`src/rtl/mem_rw_responder_if.sv`:
```
// Request/response bus between a requester and mem_rw_responder.
// With `WR_RESP_EN defined, the bus also carries rsp_is_wr.
interface mem_rw_if #(
  parameter int DATA_W = 4,
  parameter int ADDR_W = 2
);
  logic              req_valid;
  logic              req_ready;
  logic              req_we;
  logic [ADDR_W-1:0] req_addr;
  logic [DATA_W-1:0] req_wdata;
  logic              rsp_valid;
  logic              rsp_ready;
  logic [DATA_W-1:0] rsp_rdata;
  logic              wr_done;
`ifdef WR_RESP_EN
  logic              rsp_is_wr;

  modport master (
    output req_valid, req_we, req_addr, req_wdata, rsp_ready,
    input  req_ready, rsp_valid, rsp_rdata, wr_done, rsp_is_wr
  );
  modport slave (
    input  req_valid, req_we, req_addr, req_wdata, rsp_ready,
    output req_ready, rsp_valid, rsp_rdata, wr_done, rsp_is_wr
  );
`else
  modport master (
    output req_valid, req_we, req_addr, req_wdata, rsp_ready,
    input  req_ready, rsp_valid, rsp_rdata, wr_done
  );
  modport slave (
    input  req_valid, req_we, req_addr, req_wdata, rsp_ready,
    output req_ready, rsp_valid, rsp_rdata, wr_done
  );
`endif
endinterface

```
`src/rtl/mem_rw_responder.sv`:
```
// Handshaked single-outstanding memory responder with a fixed read latency.
// Optional `WR_RESP_EN: writes are also answered on the response channel and flagged with rsp_is_wr.
module mem_rw_responder #(
  parameter int DATA_W = 4,
  parameter int ADDR_W = 2,
  parameter int RD_LAT = 2
) (
  input  logic     clk,
  input  logic     rst,
  mem_rw_if.slave  bus
);
  localparam int DEPTH = 1 << ADDR_W;

  typedef enum logic [1:0] {IDLE = 2'd0, RD_WAIT = 2'd1, RSP = 2'd2} state_t;

  state_t            state_q, state_d;
  logic [3:0]        cnt_q, cnt_d;
  logic [ADDR_W-1:0] addr_q, addr_d;
  logic [DATA_W-1:0] rdata_q, rdata_d;
  logic              rsp_valid_q, rsp_valid_d;
  logic              wr_done_q, wr_done_d;
  logic [DATA_W-1:0] mem_q [DEPTH];
  logic              req_ready;
  logic              accept;
  logic              wr_en;
`ifdef WR_RESP_EN
  logic              is_wr_q, is_wr_d;
`endif

  assign accept = bus.req_valid & req_ready;
  assign wr_en  = accept & bus.req_we;

  always_ff @(posedge clk or posedge rst) begin
    if (rst) begin
      state_q     <= IDLE;
      cnt_q       <= '0;
      addr_q      <= '0;
      rdata_q     <= '0;
      rsp_valid_q <= 1'b0;
      wr_done_q   <= 1'b0;
`ifdef WR_RESP_EN
      is_wr_q     <= 1'b0;
`endif
      for (int i = 0; i < DEPTH; i++) mem_q[i] <= '0;
    end else begin
      state_q     <= state_d;
      cnt_q       <= cnt_d;
      addr_q      <= addr_d;
      rdata_q     <= rdata_d;
      rsp_valid_q <= rsp_valid_d;
      wr_done_q   <= wr_done_d;
`ifdef WR_RESP_EN
      is_wr_q     <= is_wr_d;
`endif
      if (wr_en) mem_q[bus.req_addr] <= bus.req_wdata;
    end
  end

  always_comb begin
    state_d     = state_q;
    cnt_d       = cnt_q;
    addr_d      = addr_q;
    rdata_d     = rdata_q;
    rsp_valid_d = rsp_valid_q;
    wr_done_d   = wr_en;
`ifdef WR_RESP_EN
    is_wr_d     = is_wr_q;
`endif
    case (state_q)
      IDLE: begin
        if (accept) begin
          if (bus.req_we) begin
`ifdef WR_RESP_EN
            state_d     = RSP;
            rsp_valid_d = 1'b1;
            rdata_d     = bus.req_wdata;
            is_wr_d     = 1'b1;
`endif
          end else begin
            // Counter preload makes rsp_valid rise exactly RD_LAT edges after acceptance.
            addr_d  = bus.req_addr;
            cnt_d   = 4'(RD_LAT - 1);
            state_d = RD_WAIT;
`ifdef WR_RESP_EN
            is_wr_d = 1'b0;
`endif
          end
        end
      end
      RD_WAIT: begin
        if (cnt_q == 4'd0) begin
          rdata_d     = mem_q[addr_q];
          rsp_valid_d = 1'b1;
          state_d     = RSP;
        end else begin
          cnt_d = cnt_q - 4'd1;
        end
      end
      RSP: begin
        if (rsp_valid_q && bus.rsp_ready) begin
          rsp_valid_d = 1'b0;
          state_d     = IDLE;
        end
      end
      default: state_d = IDLE;
    endcase
  end

  always_comb begin
    req_ready     = (state_q == IDLE) && !rst;
    bus.req_ready = req_ready;
    bus.rsp_valid = rsp_valid_q;
    bus.rsp_rdata = rdata_q;
    bus.wr_done   = wr_done_q;
`ifdef WR_RESP_EN
    bus.rsp_is_wr = is_wr_q;
`endif
  end

endmodule

```
`src/flat_wrapper.sv`:
```
// flat-port wrapper written by rule: the top's interface ports become plain ports
module mem_rw_responder_flat 
#(
  parameter int DATA_W = 4,
  parameter int ADDR_W = 2,
  parameter int RD_LAT = 2
)
  (clk, rst, bus_req_valid, bus_req_we, bus_req_addr, bus_req_wdata, bus_rsp_ready, bus_req_ready, bus_rsp_valid, bus_rsp_rdata, bus_wr_done);
  mem_rw_if #(.DATA_W(DATA_W), .ADDR_W(ADDR_W)) bus_i ();
  input  logic clk;
  input  logic rst;
  input wire logic [$bits(bus_i.req_valid)-1:0] bus_req_valid;
  input wire logic [$bits(bus_i.req_we)-1:0] bus_req_we;
  input wire logic [$bits(bus_i.req_addr)-1:0] bus_req_addr;
  input wire logic [$bits(bus_i.req_wdata)-1:0] bus_req_wdata;
  input wire logic [$bits(bus_i.rsp_ready)-1:0] bus_rsp_ready;
  output wire logic [$bits(bus_i.req_ready)-1:0] bus_req_ready;
  output wire logic [$bits(bus_i.rsp_valid)-1:0] bus_rsp_valid;
  output wire logic [$bits(bus_i.rsp_rdata)-1:0] bus_rsp_rdata;
  output wire logic [$bits(bus_i.wr_done)-1:0] bus_wr_done;
  assign bus_i.req_valid = bus_req_valid;
  assign bus_i.req_we = bus_req_we;
  assign bus_i.req_addr = bus_req_addr;
  assign bus_i.req_wdata = bus_req_wdata;
  assign bus_i.rsp_ready = bus_rsp_ready;
  assign bus_req_ready = bus_i.req_ready;
  assign bus_rsp_valid = bus_i.rsp_valid;
  assign bus_rsp_rdata = bus_i.rsp_rdata;
  assign bus_wr_done = bus_i.wr_done;
  mem_rw_responder #(.DATA_W(DATA_W), .ADDR_W(ADDR_W), .RD_LAT(RD_LAT)) u_core (.clk(clk), .rst(rst), .bus(bus_i));
endmodule
```
`config.mk`:
```
export PLATFORM = sky130hd
export DESIGN_NAME = mem_rw_responder_flat
export DESIGN_NICKNAME = d
export VERILOG_FILES = /design/src/rtl/mem_rw_responder_if.sv /design/src/rtl/mem_rw_responder.sv /design/src/flat_wrapper.sv
export SDC_FILE = /design/constraint.sdc
export NUM_CORES = 1
export LEC_CHECK = 0
export CELL_PAD_IN_SITES_DETAIL_PLACEMENT = 0
export CELL_PAD_IN_SITES_GLOBAL_PLACEMENT = 2
export CORE_ASPECT_RATIO = 1.4
export CORE_MARGIN = 10
export CORE_UTILIZATION = 41
export DETAILED_ROUTE_END_ITERATION = 8
export HOLD_SLACK_MARGIN = 0.02
export PLACE_DENSITY_LB_ADDON = 0.1
export RECOVER_POWER = 100
export SYNTH_ARGS = -nofsm -noshare
export SYNTH_HDL_FRONTEND = slang
export SYNTH_SLANG_ARGS = --single-unit
export TNS_END_PERCENT = 5
```
`constraint.sdc`:
```
create_clock -name clk -period 4.6 [get_ports clk]
set_input_delay 0.69 -clock clk [delete_from_list [all_inputs] [get_ports clk]]
set_output_delay 0.69 -clock clk [all_outputs]
set_load 0.02 [all_outputs]
```
==> impl_metrics.toml, run 1 <==
[outcome]
status = "finished clean"

[synthesis]
async_flop_share_pct = 100
ys_ff_latch = 30
ys_seq_area_share_pct = 48.8
syn_area_per_cell_um2 = 13.6
synth-edff-count = 0
ys_warn_count = 0
yosysUniqueCellTypes = 37
syn_inst = 113
synth_fp_nets = 128
synth.cell_area_um2 = 1540
ys.flop_type = "dfrtp_1"

[clock_tree]
numCtsBuffers = 5
cts_tree = "yes"
cts_num_sinks = 30
cts-htree-levels = 2
root_buffer = "clkbuf_8"
path_clk_slew_ps = 60
cts.repair.resized = 0
cts_setup_buffers = 0
hold_buffers = 0
clock_latency_ps = 280
cts_max_path_buffers = 2

[power_and_ir_drop]
seqPwrFrac_pct = 43.8
p_leak_uw = 0.000819
netSwitchingFraction_pct = 31.9
max-vdd-ir-drop_uv = 349
p_sw_uw = 318
finalPower_uw = 997
clkPwrFrac_pct = 22.2
powerDensity_nw_per_um2 = 559
combPwrFrac_pct = 34.0
p_int_uw = 679

[cells_and_area]
syn_to_final_growth_pct = 15.9
multi_input_area_um2 = 684
fillers = 344
regArea_um2 = 751
fin_nets = 150
diodes = 0
drive_above_1_share_pct = 22.1

[worst_setup_path]
critPathMaxStageDelay_ps = 680
critical_path_depth = 3
cpMostUsedCell = "dlygate4sd3_1"
path_class = "in -> out"
rr_endpoint = "u_core.cnt_q[0]$_DFFE_PP0P_"
slowest_stage = "dlygate4sd3_1"
cpLargestDelayFamily = "buffers and inverters"
worstSetupEndpointType = "primary output"
setup.worst_path.start_class = "input pin"
endpoint = "bus_req_ready"
worstPathRequired_ps = 3910
rrSetupSlack_ps = 2530
crit_arrival_ps = 2200
worstPathMaxFanout = 6
crit_path_start = "rst"
r2r_start = "u_core.state_q[1]$_DFFE_PP0P_"
path_cells = "dlygate4sd3_1 -> and2b_1 -> dlygate4sd3_1"
reg2reg_depth = 5
crit_buf_inv = 2

[sta]
rsz0062_at_grt = "no"
finalCriticalPeriod_ps = 2890
setup_tns_ps = 0
final-setup-viol-count = 0
maxSlewViolCount = 0
max_freq_mhz = 347
period_share_pct = 62.7
relSlewSlack_pct = 17.4
worst_pin_slew_ps = 1240
setup_ws_ps = 1710
finClkSkew_ps = 9.06
final_hold_viol_count = 0

[global_route]
grt_max_degree = 24
met2_usage_pct = 18.7
antenna_found_initial = 0
grtUsageMet1_pct = 9.64
grt_busiest_layer = "met2"
grt_overflow = 0
grt_pass1_vias = 1055
grt_use_total_pct = 10.0
grt_pass1_wl_um = 5200
use_met3_pct = 3.63

[route]
wl_um = 3090
drtPass1Iterations = 4
viasPerCell = 5.33
routedWlPerCell_um = 17.4
drc = 0
drt.antenna.violating_nets = 0
drt_iter0_drc = 53
vias = 949

[place]
hpwl_um = 2380
place.gp.congestion = 0.719
dp_slack_ps = 1880
numPortBuffers = 17

[floorplanning]
rows = 26
fp.dieH_um = 92.5
die_x_um = 71.8
dieArea_um2 = 6630
initial_core_util_pct = 42.2
core_area_um2 = 3640
num_io_pins = 18

[worst_hold_path]
hp-class = "reg -> reg"

[run]
max-cap-violations = 0
==> synth_stat cells, drive strengths merged (2+ instances only) <==
cell,count,area share [%]
dfrtp,30,49
mux2,21,16
nand2,10,2.4
inv,7,1.7
ha,4,3.3
mux4,4,5.9
and4bb,3,2.4
buf,3,1.5
nor2,3,0.73
o22ai,3,1.2
a21oi,2,0.89
and3,2,0.81
mux2i,2,1.3
nand2b,2,0.81
nor3b,2,1.7
==> worst min path at each step <==
stage | slack, ps | startpoint | to | cells after the start
5_1_grt | 500 | u_core.mem_q[7]$_DFFE_PP0P_ | u_core.mem_q[7]$_DFFE_PP0P_ | 1
3_3_place_gp | 460 | u_core.mem_q[7]$_DFFE_PP0P_ | u_core.mem_q[7]$_DFFE_PP0P_ | 1
4_1_cts | 490 | u_core.mem_q[7]$_DFFE_PP0P_ | u_core.mem_q[7]$_DFFE_PP0P_ | 1
6_report | 490 | u_core.mem_q[7]$_DFFE_PP0P_ | u_core.mem_q[7]$_DFFE_PP0P_ | 1
3_5_place_dp | 480 | u_core.mem_q[7]$_DFFE_PP0P_ | u_core.mem_q[7]$_DFFE_PP0P_ | 1
2_1_floorplan | 450 | u_core.mem_q[7]$_DFFE_PP0P_ | u_core.mem_q[7]$_DFFE_PP0P_ | 1
==> cell families (layout without fill, tap and decap cells) <==
logic type | after synthesis | after routing | share of synthesized area [%]
flip-flops | 30 | 30 | 48.8
AND/OR/NAND/NOR | 30 | 30 | 14.8
multiplexers | 27 | 27 | 23.5
AO/OA/AOI/OAI | 12 | 12 | 6.35
buffers and inverters | 10 | 33 | 3.25
adder cells (fa/ha/maj) | 4 | 4 | 3.25
==> flip-flops by register name, indices dropped and copies added, names as in the netlist <==
signal,flops
u_core.cnt_q,4
u_core.state_q,2
u_core.mem_q,16
u_core.bus.wr_done,1
u_core.bus.rsp_rdata,4
u_core.addr_q,2
u_core.bus.rsp_valid,1
==> area by class of cell <==
type	count	share of cell area, %
well taps	42	2.95
clock buffers	6	4.63
flip-flops and latches	30	42.1
repair buffers	18	9.75
multi-input cells	73	38.4
inverters	7	1.47
clock inverters	2	0.702
==> placed cells by master, fill, tap and decap left out <==
cell / instances
nand3b_1: 1
clkdlybuf4s50_1: 9
a21boi_0: 1
clkbuf_1: 1
o32a_2: 1
and2b_1: 1
and4bb_1: 3
dfrtp_1: 30
a32o_1: 1
clkinvlp_4: 1
nor2_1: 3
or3b_4: 1
nand2_1: 10
dlygate4sd3_1: 8
clkinv_2: 1
mux2i_1: 2
mux2_1: 6
mux4_2: 4
nand4b_2: 1
nor2b_1: 1
nand2b_1: 2
a221oi_1: 1
and4b_1: 1
o21ai_0: 1
a21oi_1: 2
and3_1: 2
a22o_1: 1
a211oi_1: 1
mux2_2: 15
nand4bb_1: 1
ha_1: 4
clkbuf_8: 6
nor3b_1: 2
inv_1: 7
nor3_1: 1
o22ai_1: 3
==> routing by layer <==
layer	up-vias	wire length (µm)
li1	453	-
met1	477	1190
met2	14	1740
met3	5	112
met4	0	44
met5	-	0
==> power by group through the flow <==
stage          Sequential, µW  Clock [µW]  Combinational (µW)
2_1_floorplan             445           0                 258
3_3_place_gp              438           0                 369
3_5_place_dp              445           0                 378
4_1_cts                   440         228                 380
5_1_grt                   451         239                 376
6_report                  437         222                 339
==> per-stage QoR <==
| step | instance area [µm²] | hold WS (ps) | instances | utilization, % |
|---|---|---|---|---|
| after CTS | 1840 | 489 | 178 | 50.5 |
| after floorplan | 1540 | 453 | 113 | - |
| final | 1780 | 487 | 178 | 48.9 |
| after detailed placement | 1740 | 475 | 170 | 47.9 |
| after global placement | 1740 | 463 | 170 | 47.9 |
| after global routing | 1780 | 501 | 178 | 48.9 |
(Power assumes the default switching activity.)
==> run 2, diff against run 1 <==
--- a/config.mk
+++ b/config.mk
@@ -9,7 +9,7 @@
 export CELL_PAD_IN_SITES_GLOBAL_PLACEMENT = 2
 export CORE_ASPECT_RATIO = 1.4
 export CORE_MARGIN = 10
-export CORE_UTILIZATION = 41
+export CORE_UTILIZATION = 34
 export DETAILED_ROUTE_END_ITERATION = 8
 export HOLD_SLACK_MARGIN = 0.02
 export PLACE_DENSITY_LB_ADDON = 0.1
==> constraint.sdc (replaced) <==
create_clock -name clk -period 2.5 [get_ports clk]
set_input_delay 0.375 -clock clk [delete_from_list [all_inputs] [get_ports clk]]
set_output_delay 0.375 -clock clk [all_outputs]
set_load 0.02 [all_outputs]
==> run 2 against run 1 <==
Compared with the run above:
- clock skew decreased by 5.6 ps
- first-iteration DRC count decreased by 70%
- combinational power increased by 86%
- global-route usage decreased by 1.0 points
- utilization decreased by 7.2 points
- clock power increased by 65%
- worst setup slack got worse by 1500 ps
- critical path depth increased by 1
==> impl_metrics.toml, run 2 (synthesis gave the netlist of run 1 again) <==
[cells_and_area]
syn_to_final_growth_pct = 17.1
largest_reg_flops = 16
diodes = 0
mostFrequentLayoutCells = "30 x dfrtp_1, 16 x mux2_2, 10 x nand2_1"
final_core_util_pct = 41.8
drive_above_1_share_pct = 21.3
regMostFlops = "u_core.mem_q"
final_common_cell = "dfrtp_1"
fin_nets = 151
fillers = 438

[worst_setup_path]
rr_endpoint = "u_core.mem_q[4]$_DFFE_PP0P_"
crit_path_start = "u_core.state_q[1]$_DFFE_PP0P_"
crit_arrival_ps = 1950
reg2reg_depth = 4
cpLargestDelayFamily = "buffers and inverters"
worstPathRequired_ps = 2120
critPathMaxStageDelay_ps = 670
rrSetupSlack_ps = 500
setup.worst_path.start_class = "flip-flop"
crit_buf_inv = 2
endpoint = "bus_req_ready"
path_cells = "inv_1 -> ha_1 -> and2b_1 -> dlygate4sd3_1"
critical_path_depth = 4
path_class = "reg -> out"
worstPathMaxFanout = 8
slowest_stage = "dlygate4sd3_1"
r2r_start = "u_core.state_q[1]$_DFFE_PP0P_"
worstSetupEndpointType = "primary output"

[sta]
relSlewSlack_pct = 16.4
maxSlewViolCount = 0
rsz0062_at_grt = "no"
final-setup-viol-count = 0
finClkSkew_ps = 3.46
final_hold_viol_count = 0
max_freq_mhz = 430
period_share_pct = 93.1
worst_pin_slew_ps = 1250
setup_tns_ps = 0
finalCriticalPeriod_ps = 2330

[route]
drt_iter0_drc = 16
dr.max_layer_used = "met4"
drtPass1Iterations = 2
vias = 980
met3RoutedLength_um = 109
drt.antenna.violating_nets = 0
routedWlPerCell_um = 16.3
wl_um = 3190
viasPerCell = 5.00
wl_met2_um = 1800
drc = 0
wl_met1_um = 1230

[power_and_ir_drop]
p_leak_uw = 0.000810
max-vdd-ir-drop_uv = 316
powerDensity_nw_per_um2 = 1000

[clock_tree]
cts-htree-levels = 2
cts_num_sinks = 30
cts_tree = "yes"
hold_buffers = 0
cts_max_path_buffers = 2
clock_latency_ps = 280
root_buffer = "clkbuf_8"
path_clk_slew_ps = 60
cts.repair.resized = 0
numCtsBuffers = 5
cts_setup_buffers = 0

[floorplanning]
initial_core_util_pct = 35.7
rows = 28
die_x_um = 76.8
core_area_um2 = 4310
num_io_pins = 18
dieArea_um2 = 7650
fp.dieH_um = 99.6

[place]
hpwl_um = 2480
numPortBuffers = 17
place.gp.congestion = 0.704

[global_route]
antenna_found_initial = 0
grt_max_degree = 24
grt_pass1_vias = 1083
grt_pass1_wl_um = 5470
grt_use_total_pct = 8.99
grt_overflow = 0

[run]
max-cap-violations = 0

[outcome]
status = "finished clean"

[worst_hold_path]
hp-class = "reg -> reg"
[run 2: worst min-delay path by stage]
stage / start / to / slack, ps / depth (start not counted)
after global routing: u_core.mem_q[8]$_DFFE_PP0P_ / u_core.mem_q[8]$_DFFE_PP0P_ / 520 / 1
after global placement: u_core.mem_q[7]$_DFFE_PP0P_ / u_core.mem_q[7]$_DFFE_PP0P_ / 480 / 1
after detailed placement: u_core.mem_q[5]$_DFFE_PP0P_ / u_core.mem_q[5]$_DFFE_PP0P_ / 490 / 1
after CTS: rst / u_core.state_q[1]$_DFFE_PP0P_ / 470 / 2
after floorplan: u_core.mem_q[7]$_DFFE_PP0P_ / u_core.mem_q[7]$_DFFE_PP0P_ / 450 / 1
final: u_core.mem_q[8]$_DFFE_PP0P_ / u_core.mem_q[8]$_DFFE_PP0P_ / 490 / 1
[run 2: worst reg2reg max path: cells and delay by family (launching register included)]
family	cells	cell delay, ps
simple gates	1	660
mux	1	410
flops	1	380
fa+ha+maj	1	330
buf+inv	1	100
[run 2: per-stage QoR]
stage	instance area [µm²]	instances	hold slack (ps)	power (µW)	setup slack, ps
finish	1800	196	494	1800	172
CTS	1850	196	469	1910	186
detailed placement	1770	189	491	1530	428
global placement	1770	189	478	1510	444
floorplan	1540	113	453	1290	883
global route	1800	196	518	1930	54.9
[run 2: report_power, final]
part / internal [µW] / switching [µW] / total [µW] / leakage, µW
clock network: 186 / 180 / 367 / 0.0000438
registers: 676 / 127 / 803 / 0.000381
logic: 356 / 274 / 630 / 0.000385
total: 1220 / 582 / 1800 / 0.000810
[run 2: metal layers]
layer  vias to the layer above  global-route usage, %
li1                        461                      -
met4                         0                   3.87
met2                        13                   16.4
met3                         5                   2.88
met1                       501                   9.14
met5                         -                      0
[run 2: layout make-up]
cell class / count / area, µm² / area share, %
Sequential cell: 30 / 751 / 41.7
Tap cell: 60 / 75.1 / 4.17
Clock buffer: 5 / 68.8 / 3.82
Multi-Input combinational cell: 73 / 692 / 38.4
Inverter: 7 / 26.3 / 1.46
Clock inverter: 2 / 10.0 / 0.556
Timing Repair Buffer: 19 / 178 / 9.87
